`config.mk`:
```
export PLATFORM = sky130hd
export DESIGN_NAME = hazard_ctrl
export DESIGN_NICKNAME = d
export VERILOG_FILES = /design/src/rtl/hazard_pkg.sv /design/src/rtl/hazard_ctrl_muldiv_seq.sv /design/src/rtl/hazard_ctrl.sv
export SDC_FILE = /design/constraint.sdc
export NUM_CORES = 1
export LEC_CHECK = 0
export BUFFER_PORTS_ARGS = -buffer_cell sky130_fd_sc_hd__buf_2
export CAP_MARGIN = 20
export CORE_MARGIN = 2
export CORE_UTILIZATION = 53
export CTS_CLUSTER_SIZE = 24
export DETAILED_ROUTE_END_ITERATION = 16
export GPL_TIMING_DRIVEN = 0
export PLACE_DENSITY = 0.86
export RECOVER_POWER = 50
export SLEW_MARGIN = 25
export SYNTH_ARGS = -nofsm -noshare
export SYNTH_HDL_FRONTEND = slang
export SYNTH_SLANG_ARGS = --single-unit
```
`constraint.sdc`:
```
create_clock -name clk -period 6.1 [get_ports clk]
set_input_delay 0.61 -clock clk [delete_from_list [all_inputs] [get_ports clk]]
set_output_delay 0.61 -clock clk [all_outputs]
set_load 0.01 [all_outputs]
```
`src/rtl/hazard_pkg.sv`:
```
// Shared types and helpers for the pipeline hazard controller.
// Forwarding-source encoding, mul/div sequencer states and register-match helpers.
package hazard_pkg;

  localparam int unsigned REG_W = 5;
  localparam logic [REG_W-1:0] REG_ZERO = 5'd0;

  typedef enum logic [1:0] {
    FWD_NONE = 2'b00,
    FWD_WB   = 2'b01,
    FWD_MEM  = 2'b10
  } fwd_e_t;

  typedef enum logic {
    MD_IDLE = 1'b0,
    MD_BUSY = 1'b1
  } md_state_t;

  // $0 is hard-wired, so a write to it never creates a dependency.
  function automatic logic reg_hit(input logic [REG_W-1:0] rd, input logic [REG_W-1:0] src);
    return (rd != REG_ZERO) && (rd == src);
  endfunction

  // The younger producer (MEM) shadows the older one (WB).
  function automatic fwd_e_t fwd_pick(input logic             mem_we,
                                      input logic [REG_W-1:0] mem_rd,
                                      input logic             wb_we,
                                      input logic [REG_W-1:0] wb_rd,
                                      input logic [REG_W-1:0] src);
    if (mem_we && reg_hit(mem_rd, src)) return FWD_MEM;
    if (wb_we && reg_hit(wb_rd, src))   return FWD_WB;
    return FWD_NONE;
  endfunction

endpackage

```
`src/rtl/hazard_ctrl_muldiv_seq.sv`:
```
// Sequencer for the shared multi-cycle mul/div unit.
// Issues a start pulse from IDLE, stays BUSY for MULDIV_CYCLES cycles, strobes HI/LO on the last one.
module hazard_ctrl_muldiv_seq
  import hazard_pkg::*;
#(
  parameter int unsigned MULDIV_CYCLES = 4
) (
  input  logic clk,
  input  logic reset,
  input  logic issue,
  output logic start,
  output logic busy,
  output logic hilo_we
);

  localparam int unsigned CW = (MULDIV_CYCLES > 1) ? $clog2(MULDIV_CYCLES) : 1;

  md_state_t     state;
  md_state_t     state_nxt;
  logic [CW-1:0] cnt;
  logic [CW-1:0] cnt_nxt;

  always_ff @(posedge clk or posedge reset) begin
    if (reset) begin
      state <= MD_IDLE;
      cnt   <= '0;
    end else begin
      state <= state_nxt;
      cnt   <= cnt_nxt;
    end
  end

  // An issue arriving while BUSY is dropped rather than restarting the unit.
  always_comb begin
    state_nxt = state;
    cnt_nxt   = cnt;
    start     = 1'b0;
    hilo_we   = 1'b0;
    case (state)
      MD_IDLE: begin
        if (issue) begin
          start     = 1'b1;
          state_nxt = MD_BUSY;
          cnt_nxt   = CW'(MULDIV_CYCLES - 1);
        end
      end
      MD_BUSY: begin
        if (cnt == '0) begin
          hilo_we   = 1'b1;
          state_nxt = MD_IDLE;
        end else begin
          cnt_nxt = cnt - CW'(1);
        end
      end
      default: state_nxt = MD_IDLE;
    endcase
  end

  assign busy = (state == MD_BUSY);

endmodule

```
`src/rtl/hazard_ctrl.sv`:
```
// Central hazard controller: load-use / branch-operand / mul-div stalls, EX and ID forwarding
// selects, mul/div sequencing and a saturating stall-cycle counter.
module hazard_ctrl
  import hazard_pkg::*;
#(
  parameter int unsigned MULDIV_CYCLES = 4,
  parameter int unsigned CNT_W         = 32
) (
  input  logic             clk,
  input  logic             reset,
  input  logic [4:0]       id_rs,
  input  logic [4:0]       id_rt,
  input  logic             id_use_rs,
  input  logic             id_use_rt,
  input  logic             id_is_branch,
  input  logic             id_br_taken,
  input  logic             id_is_muldiv,
  input  logic             id_reads_hilo,
  input  logic [4:0]       ex_rs,
  input  logic [4:0]       ex_rt,
  input  logic [4:0]       ex_rd,
  input  logic             ex_reg_write,
  input  logic             ex_mem_read,
  input  logic             ex_is_muldiv,
  input  logic [4:0]       mem_rd,
  input  logic             mem_reg_write,
  input  logic             mem_mem_read,
  input  logic [4:0]       wb_rd,
  input  logic             wb_reg_write,
  output logic             stall_f,
  output logic             stall_d,
  output logic             flush_d,
  output logic             flush_e,
  output logic [1:0]       fwd_a_e,
  output logic [1:0]       fwd_b_e,
  output logic             fwd_a_d,
  output logic             fwd_b_d,
  output logic             muldiv_start,
  output logic             muldiv_busy,
  output logic             hilo_we,
  output logic [CNT_W-1:0] stall_cnt
);

  logic lw_stall;
  logic br_stall;
  logic md_stall;
  logic stall;

  hazard_ctrl_muldiv_seq #(
    .MULDIV_CYCLES(MULDIV_CYCLES)
  ) u_muldiv_seq (
    .clk    (clk),
    .reset  (reset),
    .issue  (ex_is_muldiv),
    .start  (muldiv_start),
    .busy   (muldiv_busy),
    .hilo_we(hilo_we)
  );

  // Branches compare in ID, so an EX producer or an in-flight load in MEM is not yet forwardable.
  always_comb begin
    lw_stall = ex_mem_read &
               ((id_use_rs & reg_hit(ex_rd, id_rs)) | (id_use_rt & reg_hit(ex_rd, id_rt)));
    br_stall = id_is_branch &
               ((ex_reg_write & (reg_hit(ex_rd, id_rs) | reg_hit(ex_rd, id_rt))) |
                (mem_mem_read & (reg_hit(mem_rd, id_rs) | reg_hit(mem_rd, id_rt))));
    md_stall = (id_is_muldiv | id_reads_hilo) & (muldiv_busy | muldiv_start);
    stall    = lw_stall | br_stall | md_stall;
  end

  assign stall_f = stall;
  assign stall_d = stall;
  assign flush_e = stall;
  // A stalled branch has not resolved yet, so it must not squash the fetch.
  assign flush_d = id_is_branch & id_br_taken & ~stall;

  assign fwd_a_e = fwd_pick(mem_reg_write, mem_rd, wb_reg_write, wb_rd, ex_rs);
  assign fwd_b_e = fwd_pick(mem_reg_write, mem_rd, wb_reg_write, wb_rd, ex_rt);

  // Only an ALU result is ready in MEM; load data arrives too late for the ID comparator.
  assign fwd_a_d = mem_reg_write & ~mem_mem_read & reg_hit(mem_rd, id_rs);
  assign fwd_b_d = mem_reg_write & ~mem_mem_read & reg_hit(mem_rd, id_rt);

  always_ff @(posedge clk or posedge reset) begin
    if (reset) begin
      stall_cnt <= '0;
    end else if (stall && (stall_cnt != {CNT_W{1'b1}})) begin
      stall_cnt <= stall_cnt + CNT_W'(1);
    end
  end

endmodule

```
# After elaboration in Yosys (flattened, before gate mapping)
# Index checks and enable logic that the tools add are counted.
# word_totals
ramBits,0
word_cells,80
in_bits,49
regBits,35
romBits,0
latch_bits,0
memories,0
# op_classes
div,0
bitwise,23
order_cmp,0
n_addsub,2
muxes,23
n_reduce_logical,18
eq_ne,11
mul,0
shifts,0
# ops
op,count
$eq 5x5->1,8
$add 32x1->32 const B,1
$ne 32x32->1 const B,1
$mux 2,10
$reduce_bool 5->1,3
$logic_and 1x1->1,13
$and 1x1->1,12
$mux 1,11
$or 1x1->1,8
$ne 2x2->1 const B,2
$pmux 2 s2,1
$not 1->1,3
$logic_not 2->1,1
$pmux 1 s2,1
$reduce_and 2->1,1
$sub 2x1->2 const B,1

# Depth between registers and ports, before layout
# logic_depth
ltp_word,10
mapped_depth,9
mapped_depth_nobuf,7

# Hierarchy
# Synthesis repeated with hierarchy kept, for this count alone.
# unflattened
hier_cells,249
area_unflattened_um2,2404.8
# modules_own_cells
mod,cells_each,area_per_inst_um2,instances
hazard_ctrl,234,2238.4,1
hazard_ctrl_muldiv_seq,15,166.4,1

# Worst setup path after synthesis
# OpenSTA, ideal clock, no wires.
# synth_timing
path_type,input port to output port
startpoint,input port mem_rd[1]
endpoint,output port flush_d
arrival_ns,1.867
t_required_ns,5.490
cell_stages,8
setup_slack_ns,3.623
cell_sequence,clkbuf_1 xor2_1 nor3_1 nand3_1 a21oi_1 nand4b_1 buf_6 nor2_1
# synth_via
elab_chain_len,10
# synth_lines
element,line,source
"start, declared",hazard_ctrl.sv:25,"input logic [4:0] mem_rd,"
$eq 5x5->1 / $reduce_bool 5->1 (equally long branches),hazard_pkg.sv:21,return (rd != REG_ZERO) && (rd == src);
$logic_and 1x1->1,hazard_pkg.sv:21,
$or 1x1->1 (*),hazard_ctrl.sv:66,"(mem_mem_read & (reg_hit(mem_rd, id_rs) | reg_hit(mem_rd, id_rt))));"
$and 1x1->1 (*),hazard_ctrl.sv:66,
$or 1x1->1 (*),hazard_ctrl.sv:65,"((ex_reg_write & (reg_hit(ex_rd, id_rs) | reg_hit(ex_rd, id_rt))) |"
$and 1x1->1 (*),hazard_ctrl.sv:64,br_stall = id_is_branch &
$or 1x1->1 (*) (2 in series),hazard_ctrl.sv:68,stall = lw_stall | br_stall | md_stall;
named net flush_e,hazard_ctrl.sv:33,"output logic flush_e,"
$not 1->1 (*),hazard_ctrl.sv:75,assign flush_d = id_is_branch & id_br_taken & ~stall;
$and 1x1->1 (*),hazard_ctrl.sv:75,
"end, declared",hazard_ctrl.sv:32,"output logic flush_d,"
# The timed path passes the listed nets; every way through them passes the cells marked *.

# Worst setup path after layout
# layout_timing
startpoint,input port mem_rd[1]
endpoint,output port stall_f
# layout_via
elab_chain_len,8
# layout_lines
element,line,source
$eq 5x5->1 / $reduce_bool 5->1 (equally long branches),hazard_pkg.sv:21,
$logic_and 1x1->1,hazard_pkg.sv:21,
$or 1x1->1 (*),hazard_ctrl.sv:66,
$and 1x1->1 (*),hazard_ctrl.sv:66,
$or 1x1->1 (*),hazard_ctrl.sv:65,
$and 1x1->1 (*),hazard_ctrl.sv:64,
$or 1x1->1 (*) (2 in series),hazard_ctrl.sv:68,
"end, declared",hazard_ctrl.sv:30,"output logic stall_f,"
# Mark *: on every way between the ends. The rest lies on a longest branch, timed or not.

==> flow_metrics.env <==
export IMPL_grt_ovfl_total=0
export IMPL_synth_yosys_seq_area_share_pct=36.38
export IMPL_cts_hold_fix_buffers=0
export IMPL_final_antenna_net_count=0
export IMPL_synthCells=260
export IMPL_timing_setup_tns_ns=0
export IMPL_endpoints_failing_setup=0
export IMPL_io_pin_count=94
export IMPL_holdCritPathClass="flip-flop to flip-flop"
export IMPL_timing_critical_path_required_ns=5.49
export IMPL_run_status="complete, no violations"
export IMPL_timing_setup_critical_path_class="primary input to primary output"
export IMPL_min_delay_path_depth=1
export IMPL_worst_path_max_fanout=12
export IMPL_globalplace_congestion=0.8925
export IMPL_antenna_found_initial=0
export IMPL_vdd_ir_drop_max_mv=0.1957
export IMPL_critical_path_reg2reg_startpoint="stall_cnt[0]"
export IMPL_grt_usage_pct=24.61
export IMPL_p_int_w=0.0004972
export IMPL_clockRootBuffer="sky130_fd_sc_hd__clkbuf_8"
export IMPL_first_global_vias=2268
export IMPL_numClockSinks=35
export IMPL_num_nets_final=406
export IMPL_use_met2_pct=44.55
export IMPL_pwr_density_cell_mw_per_mm2=252.5
export IMPL_antenna_diode_count=0
export IMPL_cellLeakagePower_nw=1.333
export IMPL_timing_fmax_ghz=0.3543
export IMPL_post_route_min_period_ns=2.822
export IMPL_layout_drive_gt1_share_pct=27.81
export IMPL_worst_hold_startpoint="stall_cnt[19]"
export IMPL_synth_cell_area_sq_mm=0.002407
export IMPL_floorplan_die_width_um=71.40
export IMPL_via_count=2232
export IMPL_clock_latency_ns=0.29
export IMPL_critPathArrivalTime_ns=2.21
export IMPL_grt_first_pass_wirelength_um=10130
export IMPL_pwr_share_seq_pct=40.9
export IMPL_global_route_peak_usage_layer="met2"
export IMPL_use_met1_pct=28.84
export IMPL_post_synth_cell_area_avg_sq_um=9.259
export IMPL_timing_clock_skew_ns=0.007828
export IMPL_max_cap_violations=0
export IMPL_fill_cells=354
export IMPL_p_clk_share_pct=27.7
export IMPL_yosys_warnings=0
export IMPL_report_final_slew_viol_count=0
export IMPL_timing_slew_headroom_pct=12.82
export IMPL_hold_end="stall_cnt[19]"
export IMPL_wl_um=6065
export IMPL_max_clock_path_buffers=2
export IMPL_design_core_area_sq_mm=0.004354
export IMPL_critical_path_startpoint_type="primary input"
export IMPL_net_switching_power_w=0.0002608
export IMPL_timing_final_hold_violations=0
export IMPL_route_detailed_wl_per_inst_um=14.87
export IMPL_cts_resized=0
export IMPL_timing_reg2reg_worst_path_depth=8
export IMPL_worst_pin_slew_ns=1.306
export IMPL_syn_nets=311
export IMPL_largest_net_degree_at_the_start_of_global_routing=36
export IMPL_timing_reg2reg_setup_slack_ns=3.57
export IMPL_deepest_level_of_the_cts_h_tree=2
export IMPL_tritoncts="built"
export IMPL_unrepaired_setup_endpoints_after_global_routing="no"
export IMPL_postCtsSetupBuffers=0
export IMPL_detailed_place_hpwl_um=4629
export IMPL_die_area_sq_mm=0.005097
export IMPL_drt_pass1_iter_count=4
export IMPL_critical_path_endpoint_category="primary output"
export IMPL_tritoncts_num_buffers=5
export IMPL_drcViolationCount=0
export IMPL_synth_lib_cells_used_distinct=39
export IMPL_drt_vias_per_instance=5.471
export IMPL_rows=24
export IMPL_clkTransAtPathRegs_ns=0.08
export IMPL_floorplan_die_height_um=71.40
export IMPL_layout_worst_path_cycle_share_pct=46.27
export IMPL_power_frac_comb_pct=31.4
export IMPL_floorplan_initialDensity_pct=55.29
export IMPL_power_share_switching_pct=34.41
export IMPL_port_buffers=88
export IMPL_post_layout_util_pct=68.94
export IMPL_areaGrowthSynthToFinish_pct=24.69
export IMPL_grtUsageMet3_pct=4.782
export IMPL_synth_ff_latch_count=35
export IMPL_dr_first_iter_drc_count=75
export IMPL_timing_rr_end="stall_cnt[1]"
-- layer usage --
| layer | vias up | wire [um] |
|---|---|---|
| li1 | 1088 | - |
| met1 | 1055 | 2524 |
| met2 | 73 | 3121 |
| met3 | 16 | 284 |
| met4 | 0 | 133 |
| met5 | - | 0 |
-- worst max-delay path: stages --
cell and delay (ns):
sky130_fd_sc_hd__clkbuf_1 0.27, sky130_fd_sc_hd__xor2_1 0.12, sky130_fd_sc_hd__nor3_1 0.18, sky130_fd_sc_hd__nand3_1 0.11, sky130_fd_sc_hd__a21oi_1 0.18, sky130_fd_sc_hd__nand4b_1 0.29, sky130_fd_sc_hd__buf_6 0.21, sky130_fd_sc_hd__buf_4 0.12
sky130_fd_sc_hd__buf_2 0.11
-- cells in the final DEF, fill, tap and decap left out, types with 2 or more instances in the layout --
master,instances
sky130_fd_sc_hd__a21oi_1,2
sky130_fd_sc_hd__and3_1,5
sky130_fd_sc_hd__and3_2,3
sky130_fd_sc_hd__and4_1,2
sky130_fd_sc_hd__buf_1,2
sky130_fd_sc_hd__buf_2,69
sky130_fd_sc_hd__buf_4,2
sky130_fd_sc_hd__buf_6,4
sky130_fd_sc_hd__clkbuf_1,24
sky130_fd_sc_hd__clkbuf_8,6
sky130_fd_sc_hd__dfrtp_1,35
sky130_fd_sc_hd__ha_1,2
sky130_fd_sc_hd__inv_1,6
sky130_fd_sc_hd__nand2_1,20
sky130_fd_sc_hd__nand3_1,29
sky130_fd_sc_hd__nand4_1,10
sky130_fd_sc_hd__nor2_1,14
sky130_fd_sc_hd__nor3_1,15
sky130_fd_sc_hd__nor3_2,5
sky130_fd_sc_hd__nor4_1,4
sky130_fd_sc_hd__or3_1,2
sky130_fd_sc_hd__or4_1,3
sky130_fd_sc_hd__xnor2_1,46
sky130_fd_sc_hd__xor2_1,26
-- worst max path at each step --
stage / from / endpoint / slack [ns] / cells after the start
final: mem_rd[1] / stall_f / 3.28 / 9
after global routing: mem_rd[0] / stall_f / 3.14 / 9
after CTS: mem_rd[1] / stall_f / 3.29 / 9
after detailed placement: mem_rd[1] / stall_f / 3.29 / 9
after global placement: mem_rd[1] / stall_f / 3.31 / 9
after floorplan: mem_rd[1] / flush_d / 3.62 / 8
-- sequential cells by signal (all words and copies together) (netlist names) --
register	flops
u_muldiv_seq.cnt	2
u_muldiv_seq.busy	1
stall_cnt	32
-- cells by family after synthesis --
| kind of cell | count (synthesis) | share of synthesized area, % |
|---|---|---|
| compound gates | 6 | 1.611 |
| simple gates | 123 | 29.00 |
| buf+inv | 21 | 5.301 |
| flops | 35 | 36.38 |
| xor+xnor | 72 | 26.20 |
| fa+ha+maj | 2 | 1.039 |
| mux | 1 | 0.4677 |
-- power by group through the flow --
| stage | sequential (W) | combinational, W | clock [W] |
|---|---|---|---|
| floorplan | 0.000317 | 0.000138 | 0 |
| global placement | 0.000309 | 0.000228 | 0 |
| detailed placement | 0.000312 | 0.000240 | 0 |
| CTS | 0.000310 | 0.000243 | 0.000211 |
| global route | 0.000316 | 0.000263 | 0.000219 |
| finish | 0.000310 | 0.000238 | 0.000210 |
-- cell usage after synthesis --
cell type                   instances  area, sq um
sky130_fd_sc_hd__a21oi_1            2        10.01
sky130_fd_sc_hd__a31oi_1            1        6.260
sky130_fd_sc_hd__a41oi_1            1        8.760
sky130_fd_sc_hd__and2_1             2        12.51
sky130_fd_sc_hd__and2_2             1        7.510
sky130_fd_sc_hd__and3_1             5        31.28
sky130_fd_sc_hd__and3_2             3        22.52
sky130_fd_sc_hd__and4_1             2        17.52
sky130_fd_sc_hd__and4_2             1        10.01
sky130_fd_sc_hd__and4_4             1        11.26
sky130_fd_sc_hd__and4b_1            1        10.01
sky130_fd_sc_hd__buf_1              2        7.510
sky130_fd_sc_hd__buf_4              2        15.01
sky130_fd_sc_hd__buf_6              4        45.04
sky130_fd_sc_hd__clkbuf_1           5        18.77
sky130_fd_sc_hd__clkbuf_2           1        5.000
sky130_fd_sc_hd__clkbuf_8           1        13.76
sky130_fd_sc_hd__dfrtp_1           35        875.8
sky130_fd_sc_hd__ha_1               2        25.02
sky130_fd_sc_hd__inv_1              6        22.52
sky130_fd_sc_hd__mux2_2             1        11.26
sky130_fd_sc_hd__nand2_1           20        75.07
sky130_fd_sc_hd__nand3_1           29        145.1
sky130_fd_sc_hd__nand4_1           10        62.56
sky130_fd_sc_hd__nand4_4            1        21.27
sky130_fd_sc_hd__nand4b_1           1        8.760
sky130_fd_sc_hd__nor2_1            14        52.55
sky130_fd_sc_hd__nor2b_1            1        6.260
sky130_fd_sc_hd__nor3_1            15        75.07
sky130_fd_sc_hd__nor3_2             5        50.05
sky130_fd_sc_hd__nor3b_1            1        7.510
sky130_fd_sc_hd__nor4_1             4        25.02
sky130_fd_sc_hd__o2111ai_1          1        8.760
sky130_fd_sc_hd__o21ai_0            1        5.000
sky130_fd_sc_hd__or3_1              2        12.51
sky130_fd_sc_hd__or3_4              1        11.26
sky130_fd_sc_hd__or4_1              3        22.52
sky130_fd_sc_hd__xnor2_1           46        402.9
sky130_fd_sc_hd__xor2_1            26        227.7
-- final cells by class --
class / count / area, sq um / share of cell area [%]
plain buffers: 15 / 105.1 / 3.501
clock buffers: 5 / 68.82 / 2.293
clock inverters: 3 / 43.79 / 1.459
inverters: 6 / 22.52 / 0.7503
multi-input cells: 204 / 1404 / 46.77
flip-flops and latches: 35 / 875.8 / 29.18
well taps: 52 / 65.06 / 2.168
repair buffers: 88 / 416.7 / 13.88
-- metrics by stage --
| stage | instances | hold WS [ns] | worst slack (ns) | power [W] | instance area (sq um) |
|---|---|---|---|---|---|
| CTS | 408 | 0.4643 | 3.290 | 0.0007637 | 3025 |
| global placement | 400 | 0.4695 | 3.312 | 0.0005374 | 2913 |
| global route | 408 | 0.5228 | 3.137 | 0.0007987 | 3002 |
| finish | 408 | 0.5003 | 3.278 | 0.0007580 | 3002 |
| detailed placement | 400 | 0.4895 | 3.289 | 0.0005523 | 2913 |
| floorplan | 260 | 0.5183 | 3.623 | 0.0004545 | 2407 |
Note: power is estimated with default switching activity, not from simulation.
